`config.mk`:
```
export PLATFORM = sky130hd
export DESIGN_NAME = apb4_csr_bridge
export DESIGN_NICKNAME = d
export VERILOG_FILES = /design/src/rtl/apb4_csr_bridge.sv
export SDC_FILE = /design/constraint.sdc
export NUM_CORES = 1
export LEC_CHECK = 0
export ABC_AREA = 1
export BUFFER_PORTS_ARGS = -buffer_cell sky130_fd_sc_hd__buf_2
export CAP_MARGIN = 40
export CORE_MARGIN = 10
export CORE_UTILIZATION = 41
export DETAILED_ROUTE_END_ITERATION = 8
export PLACE_DENSITY = 0.84
export SLEW_MARGIN = 40
export SYNTH_ARGS = -nofsm -noshare
export SYNTH_HDL_FRONTEND = slang
export SYNTH_SLANG_ARGS = --single-unit
export TNS_END_PERCENT = 30
```
`constraint.sdc`:
```
create_clock -name clk -period 1.5 [get_ports clk]
set_clock_uncertainty 0.1 [all_clocks]
set_input_delay 0.075 -clock clk [delete_from_list [all_inputs] [get_ports clk]]
set_output_delay 0.075 -clock clk [all_outputs]
set_load 0.01 [all_outputs]
```
`src/rtl/apb4_csr_bridge.sv`:
```
// APB4 completer issuing one CSR bus request per transfer, never pipelined.
// Optional WAIT-state timeout enabled by defining APB_BRIDGE_TIMEOUT_EN.
module apb4_csr_bridge #(
  parameter int DATA_WIDTH     = 32,
  parameter int ADDR_WIDTH     = 11,
  parameter int TIMEOUT_CYCLES = 256
) (
  input  logic                    clk,
  input  logic                    rst,
  input  logic                    psel,
  input  logic                    penable,
  input  logic                    pwrite,
  input  logic [ADDR_WIDTH-1:0]   paddr,
  input  logic [DATA_WIDTH-1:0]   pwdata,
  input  logic [DATA_WIDTH/8-1:0] pstrb,
  input  logic [2:0]              pprot,
  output logic                    pready,
  output logic [DATA_WIDTH-1:0]   prdata,
  output logic                    pslverr,
  output logic                    bus_req,
  output logic                    bus_req_is_wr,
  output logic [ADDR_WIDTH-1:0]   bus_addr,
  output logic [DATA_WIDTH-1:0]   bus_wr_data,
  output logic [DATA_WIDTH-1:0]   bus_wr_biten,
  output logic                    bus_req_stall_wr,
  output logic                    bus_req_stall_rd,
  input  logic                    bus_ready,
  input  logic                    bus_err,
  input  logic [DATA_WIDTH-1:0]   bus_rd_data
);

  localparam int SW = DATA_WIDTH / 8;

  typedef enum logic [1:0] {
    S_IDLE,
    S_REQ,
    S_WAIT,
    S_RESP
  } state_t;

  state_t                state_q, state_d;
  logic                  wr_q, wr_d;
  logic [ADDR_WIDTH-1:0] addr_q, addr_d;
  logic [DATA_WIDTH-1:0] wdata_q, wdata_d;
  logic [SW-1:0]         strb_q, strb_d;
  logic [DATA_WIDTH-1:0] rdata_q, rdata_d;
  logic                  err_q, err_d;
  logic                  busy;
  logic                  expired;
  logic                  unused_pprot;

  assign unused_pprot = ^pprot;
  assign busy = (state_q == S_REQ) || (state_q == S_WAIT);

`ifdef APB_BRIDGE_TIMEOUT_EN
  localparam int CW = $clog2(TIMEOUT_CYCLES + 1);

  logic [CW-1:0] cnt_q, cnt_d;

  assign expired = busy && (cnt_q == CW'(TIMEOUT_CYCLES - 1));

  // Held at zero in IDLE so it is clear on REQ entry.
  always_comb begin
    cnt_d = cnt_q;
    if (state_q == S_IDLE) begin
      cnt_d = '0;
    end else if (busy) begin
      cnt_d = cnt_q + CW'(1);
    end
  end

  always_ff @(posedge clk) begin
    if (!rst) begin
      cnt_q <= '0;
    end else begin
      cnt_q <= cnt_d;
    end
  end
`else
  logic unused_timeout;

  assign expired = 1'b0;
  assign unused_timeout = TIMEOUT_CYCLES[0];
`endif

  always_comb begin
    state_d = state_q;
    wr_d    = wr_q;
    addr_d  = addr_q;
    wdata_d = wdata_q;
    strb_d  = strb_q;
    rdata_d = rdata_q;
    err_d   = err_q;
    unique case (state_q)
      S_IDLE: begin
        if (psel && penable) begin
          wr_d    = pwrite;
          addr_d  = paddr;
          wdata_d = pwdata;
          strb_d  = pstrb;
          if (paddr[1:0] != 2'b00) begin
            err_d   = 1'b1;
            rdata_d = '0;
            state_d = S_RESP;
          end else begin
            state_d = S_REQ;
          end
        end
      end
      S_REQ, S_WAIT: begin
        // A completion in the expiry cycle beats the timeout.
        if (bus_ready) begin
          rdata_d = bus_rd_data;
          err_d   = bus_err;
          state_d = S_RESP;
        end else if (expired) begin
          rdata_d = '0;
          err_d   = 1'b1;
          state_d = S_RESP;
        end else begin
          state_d = S_WAIT;
        end
      end
      S_RESP: begin
        state_d = S_IDLE;
      end
      default: begin
        state_d = S_IDLE;
      end
    endcase
  end

  always_ff @(posedge clk) begin
    if (!rst) begin
      state_q <= S_IDLE;
      wr_q    <= 1'b0;
      addr_q  <= '0;
      wdata_q <= '0;
      strb_q  <= '0;
      rdata_q <= '0;
      err_q   <= 1'b0;
    end else begin
      state_q <= state_d;
      wr_q    <= wr_d;
      addr_q  <= addr_d;
      wdata_q <= wdata_d;
      strb_q  <= strb_d;
      rdata_q <= rdata_d;
      err_q   <= err_d;
    end
  end

  always_comb begin
    bus_wr_biten = '0;
    for (int i = 0; i < SW; i++) begin
      bus_wr_biten[8*i +: 8] = {8{strb_q[i] & wr_q}};
    end
  end

  assign pready           = (state_q == S_RESP);
  assign prdata           = (pready && !wr_q) ? rdata_q : '0;
  assign pslverr          = pready && err_q;
  assign bus_req          = (state_q == S_REQ);
  assign bus_req_is_wr    = wr_q;
  assign bus_addr         = addr_q;
  assign bus_wr_data      = wdata_q;
  assign bus_req_stall_wr = busy && wr_q;
  assign bus_req_stall_rd = busy && !wr_q;

endmodule
```
Yosys cells after proc, flatten, opt, wreduce, memory -nomap -nowiden
Index checks and enable logic that the tools add are counted.
Widths: inputs -> output; s select.
{ "word_totals": {"in_bits": 89, "ff_bits": 83} }
{ "op_classes": {"n_eq_ne": 6, "n_mux": 13, "n_reduce_logical": 13, "n_bitwise": 4} }
{ "op_table": {"columns": ["operator", "n"], "rows": [
  ["$mux 32", 4],
  ["$pmux 32 s2", 1],
  ["$ne 2x2->1 const B", 3],
  ["$pmux 2 s3", 1],
  ["$logic_and 1x1->1", 5],
  ["$and 1x1->1", 4],
  ["$eq 2x2->1 const B", 2],
  ["$mux 1", 4],
  ["$mux 2", 2],
  ["$reduce_and 4->1", 1],
  ["$reduce_bool 2->1", 2],
  ["$eq 2x1->1 const B", 1],
  ["$logic_not 2->1", 1],
  ["$pmux 1 s2", 1],
  ["$reduce_and 2->1", 1],
  ["$reduce_or 2->1", 1],
  ["$logic_not 1->1", 1],
  ["$logic_or 1x1->1", 1]
]} }

Logic depth before layout (Yosys ltp)
Gate-level depths: netlist of the first run.
{ "depth": {"depth_word": 4, "ltp_mapped": 11} }

Worst setup path after synthesis of the first run
No wires, ideal clock.
{ "synth_timing": {"path_type": "register to register", "startpoint": "register state_q[0]", "endpoint": "register rdata_q[11]", "stages_incl_launch_ff": 12, "setup_time_ns": 0.113, "t_arrival_ns": 1.428, "synth_period_minus_slack_ns": 1.641, "setup_slack_ns": -0.141, "required_time_ns": 1.287, "cell_sequence": "dfxtp_1 inv_1 ha_1 buf_4 inv_2 nand2_1 nand2_1 nor2_2 buf_6 buf_6 nor2_1 nor2_1"} }
{ "synth_via": {"elab_chain_cells": 4, "elab_cells_between_ends": 10} }
{ "synth_lines": {"columns": ["item", "line_no", "source"], "rows": [
  ["start: declaration", "41", "state_t state_q, state_d;"],
  ["start signal: assignment", "143", "state_q <= state_d;"],
  ["$eq 2x1->1 or $eq 2x2->1 (tied branches)", "94", "unique case (state_q)"],
  ["$reduce_or 2->1", "94", null],
  ["$ne 2x2->1 (no line) or $reduce_bool 2->1 (tied branches)", null, null],
  ["$reduce_and 4->1 (no line)", null, null],
  ["end signal: assignment", "148", "rdata_q <= rdata_d;"],
  ["end: declaration", "46", "logic [DATA_WIDTH-1:0] rdata_q, rdata_d;"]
]} }
Parallel ways exist; a longest one is shown, timed or not.
A chain may end at the register's enable or synchronous reset.

Worst setup path in the final report of the first run
{ "layout_timing": {"startpoint": "register state_q[1]", "endpoint": "register rdata_q[18]"} }
The elaborated chain is that of the path after synthesis.

==> results of run 1 <==
power by group through the flow:
stage               registers, mW  clock network, mW  logic, mW
finish                       2.88               1.63       6.26
global route                 2.91               1.74       6.73
CTS                          2.83               1.64       4.74
detailed placement           2.88                  0       3.97
global placement             2.86                  0       3.91
floorplan                    2.93                  0       2.92
placed cells by master, fill, tap and decap left out, types with 3 or more instances in the layout:
cell type and n:
sky130_fd_sc_hd__inv_1 46, sky130_fd_sc_hd__o21ai_0 3, sky130_fd_sc_hd__nor2_2 17, sky130_fd_sc_hd__a21oi_1 50
sky130_fd_sc_hd__buf_6 26, sky130_fd_sc_hd__dlygate4sd3_1 81, sky130_fd_sc_hd__buf_4 12, sky130_fd_sc_hd__clkbuf_8 9
sky130_fd_sc_hd__buf_16 3, sky130_fd_sc_hd__nand2_1 137, sky130_fd_sc_hd__nor2_4 19, sky130_fd_sc_hd__nand2_2 25
sky130_fd_sc_hd__ha_4 3, sky130_fd_sc_hd__clkinvlp_4 3, sky130_fd_sc_hd__nor2_1 66, sky130_fd_sc_hd__dfxtp_1 81
sky130_fd_sc_hd__buf_12 7, sky130_fd_sc_hd__nand3_1 48, sky130_fd_sc_hd__inv_2 8, sky130_fd_sc_hd__diode_2 4
sky130_fd_sc_hd__buf_2 176, sky130_fd_sc_hd__clkbuf_16 3
final timing paths:
kind | from | depth (start not counted) | endpoint
max | state_q[1]$_SDFFE_PN0P_ | 9 | rdata_q[18]$_SDFFE_PN0P_
min | penable | 4 | state_q[0]$_SDFFE_PN0P_
max reg2reg | state_q[1]$_SDFFE_PN0P_ | 9 | rdata_q[18]$_SDFFE_PN0P_
min reg2reg | bus_wr_data[12]$_SDFFE_PN0P_ | 2 | bus_wr_data[12]$_SDFFE_PN0P_
cells by family after synthesis:
group | after synthesis | share of synthesized area, %
simple gates | 315 | 32.6
buf+inv | 122 | 16.1
compound gates | 53 | 6.92
fa+ha+maj | 3 | 0.980
flops | 83 | 43.4
repair_timing:
action / CTS / global route
buffers inserted: 5 / 1
resized for setup: 45 / 91
cloned: 3 / 4
pin swaps: 4 / 14
hold buffers: 81 / 0
endpoints found under the setup margin: 73 / 93
endpoints found under the hold margin: 81 / 0
worst max-delay path: cells and delay by family (launching register included):
| kind | cells | cell delay [ns] |
|---|---|---|
| flops | 1 | 0.36 |
| simple gates | 5 | 0.49 |
| fa+ha+maj | 1 | 0.28 |
| buf+inv | 3 | 0.36 |
sequential cells by signal, indices dropped and copies added (netlist names):
name / flops
bus_wr_data: 32
rdata_q: 32
bus_addr: 11
strb_q: 4
state_q: 2
bus_req_is_wr: 1
err_q: 1
metal layers:
layer  vias to the layer above  share of wire, %  track usage, %
li1                       2247                 -               -
met1                      2228                34            22.3
met2                       288                51            38.4
met3                        98               7.6            4.93
met4                         0               6.9            16.5
met5                         -                 0               0
area by class of cell:
type / instances / area (um2)
Antenna cell: 4 / 10.0
Multi-Input combinational cell: 371 / 1860
Inverter: 56 / 215
Clock buffer: 10 / 128
Sequential cell: 83 / 1660
Fill cell: 655 / 2670
Tap cell: 111 / 139
Clock inverter: 6 / 66.3
Timing Repair Buffer: 310 / 2400
==> results summary, run 1 <==
The initial antenna violation count is 3. Of the total power, the share spent switching nets is approximately 44%. In this run, the number of DRC markers left after iteration 0 of detailed routing was roughly 450. The post-CTS clock slew at the launch and capture registers of the worst setup and hold paths is about 0.090 ns.

Including well taps, the total number of placed cells is approximately 840. The pre-antenna-repair detailed-routing pass consisted of 6 iterations. Yosys printed 0 warnings. The congestion estimate from routability-driven global placement came to 0.860. The register area share after synthesis is a little over two fifths. The internal power of the cells is about 6.0 mW. The checks that failed: setup timing.

The max-slew violation total from the final report came out at 0. The worst setup path is of the flip-flop to flip-flop kind. The relative contribution of sequential cells to total power came out at 26.7%. In this run the cell area measured after placement is ~4800 um2. The slowest stage of the critical path belongs to the cell sky130_fd_sc_hd__dfxtp_2. The number of global-route vias before repair is approximately 4600. The share of the synthesized area in the top cell type is a little over two fifths. The area inside the core boundary is between 9000 and 10000 um2. The worst setup slack after placement came out at -0.0976 ns. The later-pin clock latency in the skew report is 0.34 ns.

The element type at the critical path start is a flip-flop. At the pin with the least slew margin, the transition time is 0.413 ns. The average wire length per cell after detail routing is 18.2 um.

The share of final-layout standard cells stronger than drive strength 1 came out at between 30% and 40%. In the post-synthesis netlist, the biggest area contributors are sky130_fd_sc_hd__dfxtp_1 (43%), sky130_fd_sc_hd__nand2_1 (16%), sky130_fd_sc_hd__nor2_1 (9.9%). The detailed router placed between 4000 and 5000 vias in this run. The share of total power dissipated in combinational logic is around 58%.

The cell that appears most often on the critical path is sky130_fd_sc_hd__nor2_1. The H-tree was split into 3 levels. In the final timing run, aggregate negative setup slack is -7.51 ns.

The required time of the critical path came out at around 1.7 ns. TritonCTS built the clock tree. The max capacitance violation total is 0. The analysis attributes to cell leakage a power of approximately 3.2 nW. The wire length reported by the detailed router is 17300 um. Power spread over the standard cell area amounts to approximately 1700 nW/um2. The area growth from synthesis to final layout is 69.3%.

The number of vias per cell after detailed routing is approximately 5.1. The synthesized design contains 0 enable-type register cells. The estimated wirelength of the detail-placed design is about 8600 um. The routed design could run at a clock period as short as ~1.7 ns.

For this design the total switching power over the nets is 4.74 mW. The total nets after synthesis came out at between 600 and 700. Buffers placed on the I/O ports in this run total 198. The data arrival time of the worst path is between 1.5 and 2 ns. Ranked by instance count, the synthesized netlist is headed by sky130_fd_sc_hd__nand2_1 (163), sky130_fd_sc_hd__nor2_1 (101), sky130_fd_sc_hd__dfxtp_1 (83), sky130_fd_sc_hd__inv_1 (54), sky130_fd_sc_hd__a21oi_1 (50). Based on the critical path, the design can be clocked at up to slightly below 600 MHz.

The number of buffers created by CTS came out at 9. Counting along the longest clock path gives a buffer depth of 2. The area of the mapped netlist is 3830 um2. The count of nets left with antenna violations after detail routing came out at 0. The number of standard cells in the layout, taps in and fillers out is between 900 and 1000. The floorplan step set the die width to roughly 120 um. In the routed design, unresolved DRC markers number 0. The highest cell delay on the worst timing path is between 0.3 and 0.4 ns. The total global routing track utilization came out at a little over a fifth. The most used flip-flop cell after synthesis is sky130_fd_sc_hd__dfxtp_1.

Once routing completed, OpenROAD measured the worst setup slack at -0.176 ns. The pin count of the biggest net entering global routing is a little under 50. The biggest area contributor in the post-synthesis netlist is sky130_fd_sc_hd__dfxtp_1. The final number of hold-violating endpoints came to 0.

The floorplan die height is around 120 um. In this run the core area contains 35 standard-cell rows. During I/O placement, the number of pins put on the boundary was 202.

The biggest fanout along the worst timing path is 12. STA classifies the critical path endpoint as a flip-flop. Of the available clock period, the critical path in the final layout requires 112%. The starting utilization of the core area is 41.9%. The mean instance size in the synthesized netlist is around 6.7 um2.

The die covers between 10000 and 15000 um2. The tree is rooted in a sky130_fd_sc_hd__clkbuf_8. The post-route worst hold slack is approximately 0.0072 ns.

The final layout net count came out at 923. The type of the tightest min-delay check is primary input to flip-flop. Setup repair after global routing could not meet its margin everywhere.

The final instance area is 6490 um2. Cells fill a little under three quarters of the core in the end. The clock network fraction of total power is 15.1%. The post-synthesis cell count is roughly 580. The number of setup violations in the final report is just under 70. The total power consumption of the routed design is approximately 11 mW. In this run, distinct cell masters in the synthesized netlist total 16. The total overflow left after global routing is 0. The run finished, with violations left.

By instance count, the leading cell after synthesis is sky130_fd_sc_hd__nand2_1. The flop-to-flop setup slack came out at -0.18 ns. The signal on the critical path passes through inv_2, ha_4, nand2_1, nand2_2, nor2_4, buf_12, clkbuf_16, nor2_1, nor2_1. The fraction of synthesis flops using an asynchronous set or reset pin is 0%. The maximum vdd ir drop came out at 1280 uV. The first global-routing pass estimated about 23000 um of wire. The clock drives between 80 and 90 sinks.

The worst-case headroom to the max-slew limit came out at roughly 72%. Counting flops and latches in the post-synthesis netlist gives 83.
Note: power is estimated with default switching activity, not from simulation.
==> run 2, diff against run 1 <==
--- a/config.mk
+++ b/config.mk
@@ -11,7 +11,7 @@
 export CORE_MARGIN = 10
 export CORE_UTILIZATION = 41
 export DETAILED_ROUTE_END_ITERATION = 8
-export PLACE_DENSITY = 0.84
+export PLACE_DENSITY = 0.77
 export SLEW_MARGIN = 40
 export SYNTH_ARGS = -nofsm -noshare
 export SYNTH_HDL_FRONTEND = slang
==> constraint.sdc (replaced) <==
create_clock -name clk -period 1.4 [get_ports clk]
set_clock_uncertainty 0.1 [all_clocks]
set_input_delay 0.07 -clock clk [delete_from_list [all_inputs] [get_ports clk]]
set_output_delay 0.07 -clock clk [all_outputs]
set_load 0.01 [all_outputs]
==> results summary, run 2 (synthesized netlist as in run 1, its figures left out) <==
The flow ran to the end, but the final reports show violations. The final reports fail on setup timing. The first-pass iteration count of the detailed router is 5 (-1). The total power consumption of the routed design came out at 12.4 mW (+15%).

The number of cells after detailed placement came out at 844 (+0.84%). The most common library cell in the layout ignoring fill and taps is sky130_fd_sc_hd__buf_2. Clock tree synthesis selected as its root buffer the cell sky130_fd_sc_hd__clkbuf_8. The total area of multi-input combinational cells is 1920 um2 (+2.9%). The relative contribution of combinational cells to total power is 59.2% (+1.0 points). The switching share of power is 42.7% (-1.4 points). The worst setup path is captured at a flip-flop. The number of cells on the worst hold path came out at 4 (unchanged). The final layout net count came out at 935 (+1.3%). The tightest min-delay check is of the primary input to flip-flop type. The area taken by flip-flops and latches came out at 1660 um2 (unchanged).

The average wire length per cell after detail routing is 17.2 um (-5.3%). The highest cell delay on the worst timing path is 0.37 ns (about the same). The later-pin clock latency in the skew report is 0.34 ns (about the same). The top achievable clock speed is 567 MHz (-5.0%). The max-slew violation total from the final report came out at 0 (unchanged). The relative contribution of sequential cells to total power came out at 25.4% (-1.3 points). The overall die area was 13600 um2 (unchanged). TritonCTS built the clock tree. The top cell types in the final layout, fill and taps aside, are sky130_fd_sc_hd__buf_2 (192), sky130_fd_sc_hd__nand2_1 (138), sky130_fd_sc_hd__dlygate4sd3_1 (82).

The share of the cycle needed by the critical path after routing is 126% (+14 points). The biggest fanout along the worst timing path came out at 6 (-6). The utilization after layout came to 71.3% (+0.46 points). The total number of clock tree sinks is 83 (unchanged). The number of setup violations in the final report came to 82 (+21%). The number of global-route vias before repair is 4709 (+3.2%). The clock network fraction of total power is 15.4% (+0.3 points).

The global-route wire length before repair is 22900 um (-2.2%). The worst-case headroom to the max-slew limit came out at 68.5% (-3.9 points). The count of H-tree levels built during CTS is 3 (unchanged). The pin count of the biggest net entering global routing is 34 (-31%). The estimated wirelength of the detail-placed design came out at 9180 um (+6.4%). The number of buffers created by CTS is 9 (unchanged). The final number of hold-violating endpoints was 0 (unchanged). From synthesis to final layout, the design area changed by 70.4%. The initial antenna violation count was 3 (unchanged). The number of core rows came out at 35 (unchanged). The count of fill cells added during filler insertion was 645 (-1.5%). The number of standard cells in the layout, taps in and fillers out came to 962 (+1.2%). The post-CTS clock slew at the launch and capture registers of the worst setup and hold paths is 0.09 ns (about the same). The starting utilization of the core area is 41.9% (unchanged). The worst-case reg-to-reg path depth is 10 (+1). The cell with the largest stage delay on the worst path is sky130_fd_sc_hd__dfxtp_2. The number of vias after detailed routing is 4827 (-0.70%). STA classifies the critical path startpoint as a flip-flop. The x dimension of the die was 117 um (unchanged). The transition at the pin with the smallest max-transition slack came to 0.467 ns (+0.0537 ns).

The required time of the critical path came to 1.56 ns (-0.09 ns). The total power density per cell area is 1900 nW/um2 (+14%). The time the worst path needs with I/O delays and setup is 1.76 ns (+0.0887 ns). The signal on the critical path passes through inv_2, ha_4, inv_4, nand2_4, nand2_4, nor2_4, buf_6, buf_16, nor2_4, nor2_2. The max capacitance violation total is 0 (unchanged). The violation count after the first detailed-route iteration came out at 433 (-2.7%). The routability-driven placement congestion ratio is 0.788 (-8.5%). The leakage power figure is 3.26 nW (+2.7%). The remaining routing DRC violations came out at 0 (unchanged). The internal power of the cells came to 7.09 mW (+18%). Setup repair after global routing could not meet its margin everywhere. The wire length reported by the detailed router came out at 16600 um (-4.2%). The number of vias per cell after detailed routing was 5.02 (-1.8%).

The floorplan die height came out at 117 um (unchanged). The total I/O pin count was 202 (unchanged). The slack of the critical path is -0.364 ns (-0.189 ns). The count of nets left with antenna violations after detail routing was 0 (unchanged). The area inside the core boundary was 9150 um2 (unchanged). The remaining global-route overflow is 0 (unchanged). The share of final-layout standard cells stronger than drive strength 1 came to 41.2% (+2.5 points).

The type of the worst setup path is flip-flop to flip-flop. The largest buffer count on any clock path came out at 2 (unchanged). The net switching power came to 5.28 mW (+11%). The data arrival time of the worst path was 1.93 ns (+0.11 ns). The count of input and output buffers is 198 (unchanged). The total global routing track utilization came out at 21.2% (-0.64 points). The maximum vdd ir drop is 1030 uV (-19%).
-- run 2: critical path: cells and delay by family (launching register included) --
kind	cells	cell delay (ns)
and+or+nand+nor	5	0.47
buffers and inverters	4	0.44
DFF	1	0.37
adders and majority gates	1	0.30
-- run 2: area by class of cell --
class / count / share of cell area (%)
repair buffers: 322 / 36.3
well taps: 111 / 2.13
clock inverters: 6 / 1.38
flip-flops and latches: 83 / 25.5
clock buffers: 10 / 1.95
multi-input cells: 371 / 29.3
inverters: 56 / 3.30
diodes: 3 / 0.115
-- run 2: final timing paths --
check	to	start	slack, ns
worst max register to register	rdata_q[31]$_SDFFE_PN0P_	state_q[0]$_SDFFE_PN0P_	-0.36
worst max-delay path	rdata_q[31]$_SDFFE_PN0P_	state_q[0]$_SDFFE_PN0P_	-0.36
worst min-delay path	state_q[1]$_SDFFE_PN0P_	penable	0.03
worst min register to register	bus_wr_data[2]$_SDFFE_PN0P_	bus_wr_data[2]$_SDFFE_PN0P_	0.36
-- run 2: stage by stage --
step / TNS [ns] / hold slack (ns) / instance area (um2) / setup slack [ns]
6_report: -16.04 / 0.0337 / 6530 / -0.364
5_1_grt: -23.03 / 0.0271 / 6530 / -0.382
4_1_cts: -11.30 / 0.00375 / 6090 / -0.231
3_5_place_dp: -6.71 / 0.247 / 4800 / -0.191
3_3_place_gp: -4.16 / 0.241 / 4800 / -0.127
2_1_floorplan: -4.52 / 0.135 / 3860 / -0.160
-- run 2: timing repair --
item	in CTS	in global routing
endpoints found under the setup margin	133	150
buffers inserted	5	4
endpoints found under the hold margin	82	0
hold buffers	82	0
pin swaps	4	15
resized for setup	32	98
gates cloned	4	4
-- run 2: routing by layer --
layer  track usage (%)  up-vias  part of all wire (%)
met4              13.5        0                   6.2
met1              20.1     2202                    34
met5                 0        -                     0
met2              39.3      266                    51
met3              6.16       90                   8.2
li1                  -     2269                     -
-- run 2: power by group through the flow --
| stage | registers, mW | clock network [mW] | logic (mW) |
|---|---|---|---|
| after floorplan | 3.14 | 0 | 3.14 |
| after global placement | 3.07 | 0 | 4.22 |
| after detailed placement | 3.09 | 0 | 4.38 |
| after CTS | 3.05 | 1.95 | 5.64 |
| after global routing | 3.17 | 2.04 | 7.87 |
| final | 3.14 | 1.91 | 7.33 |
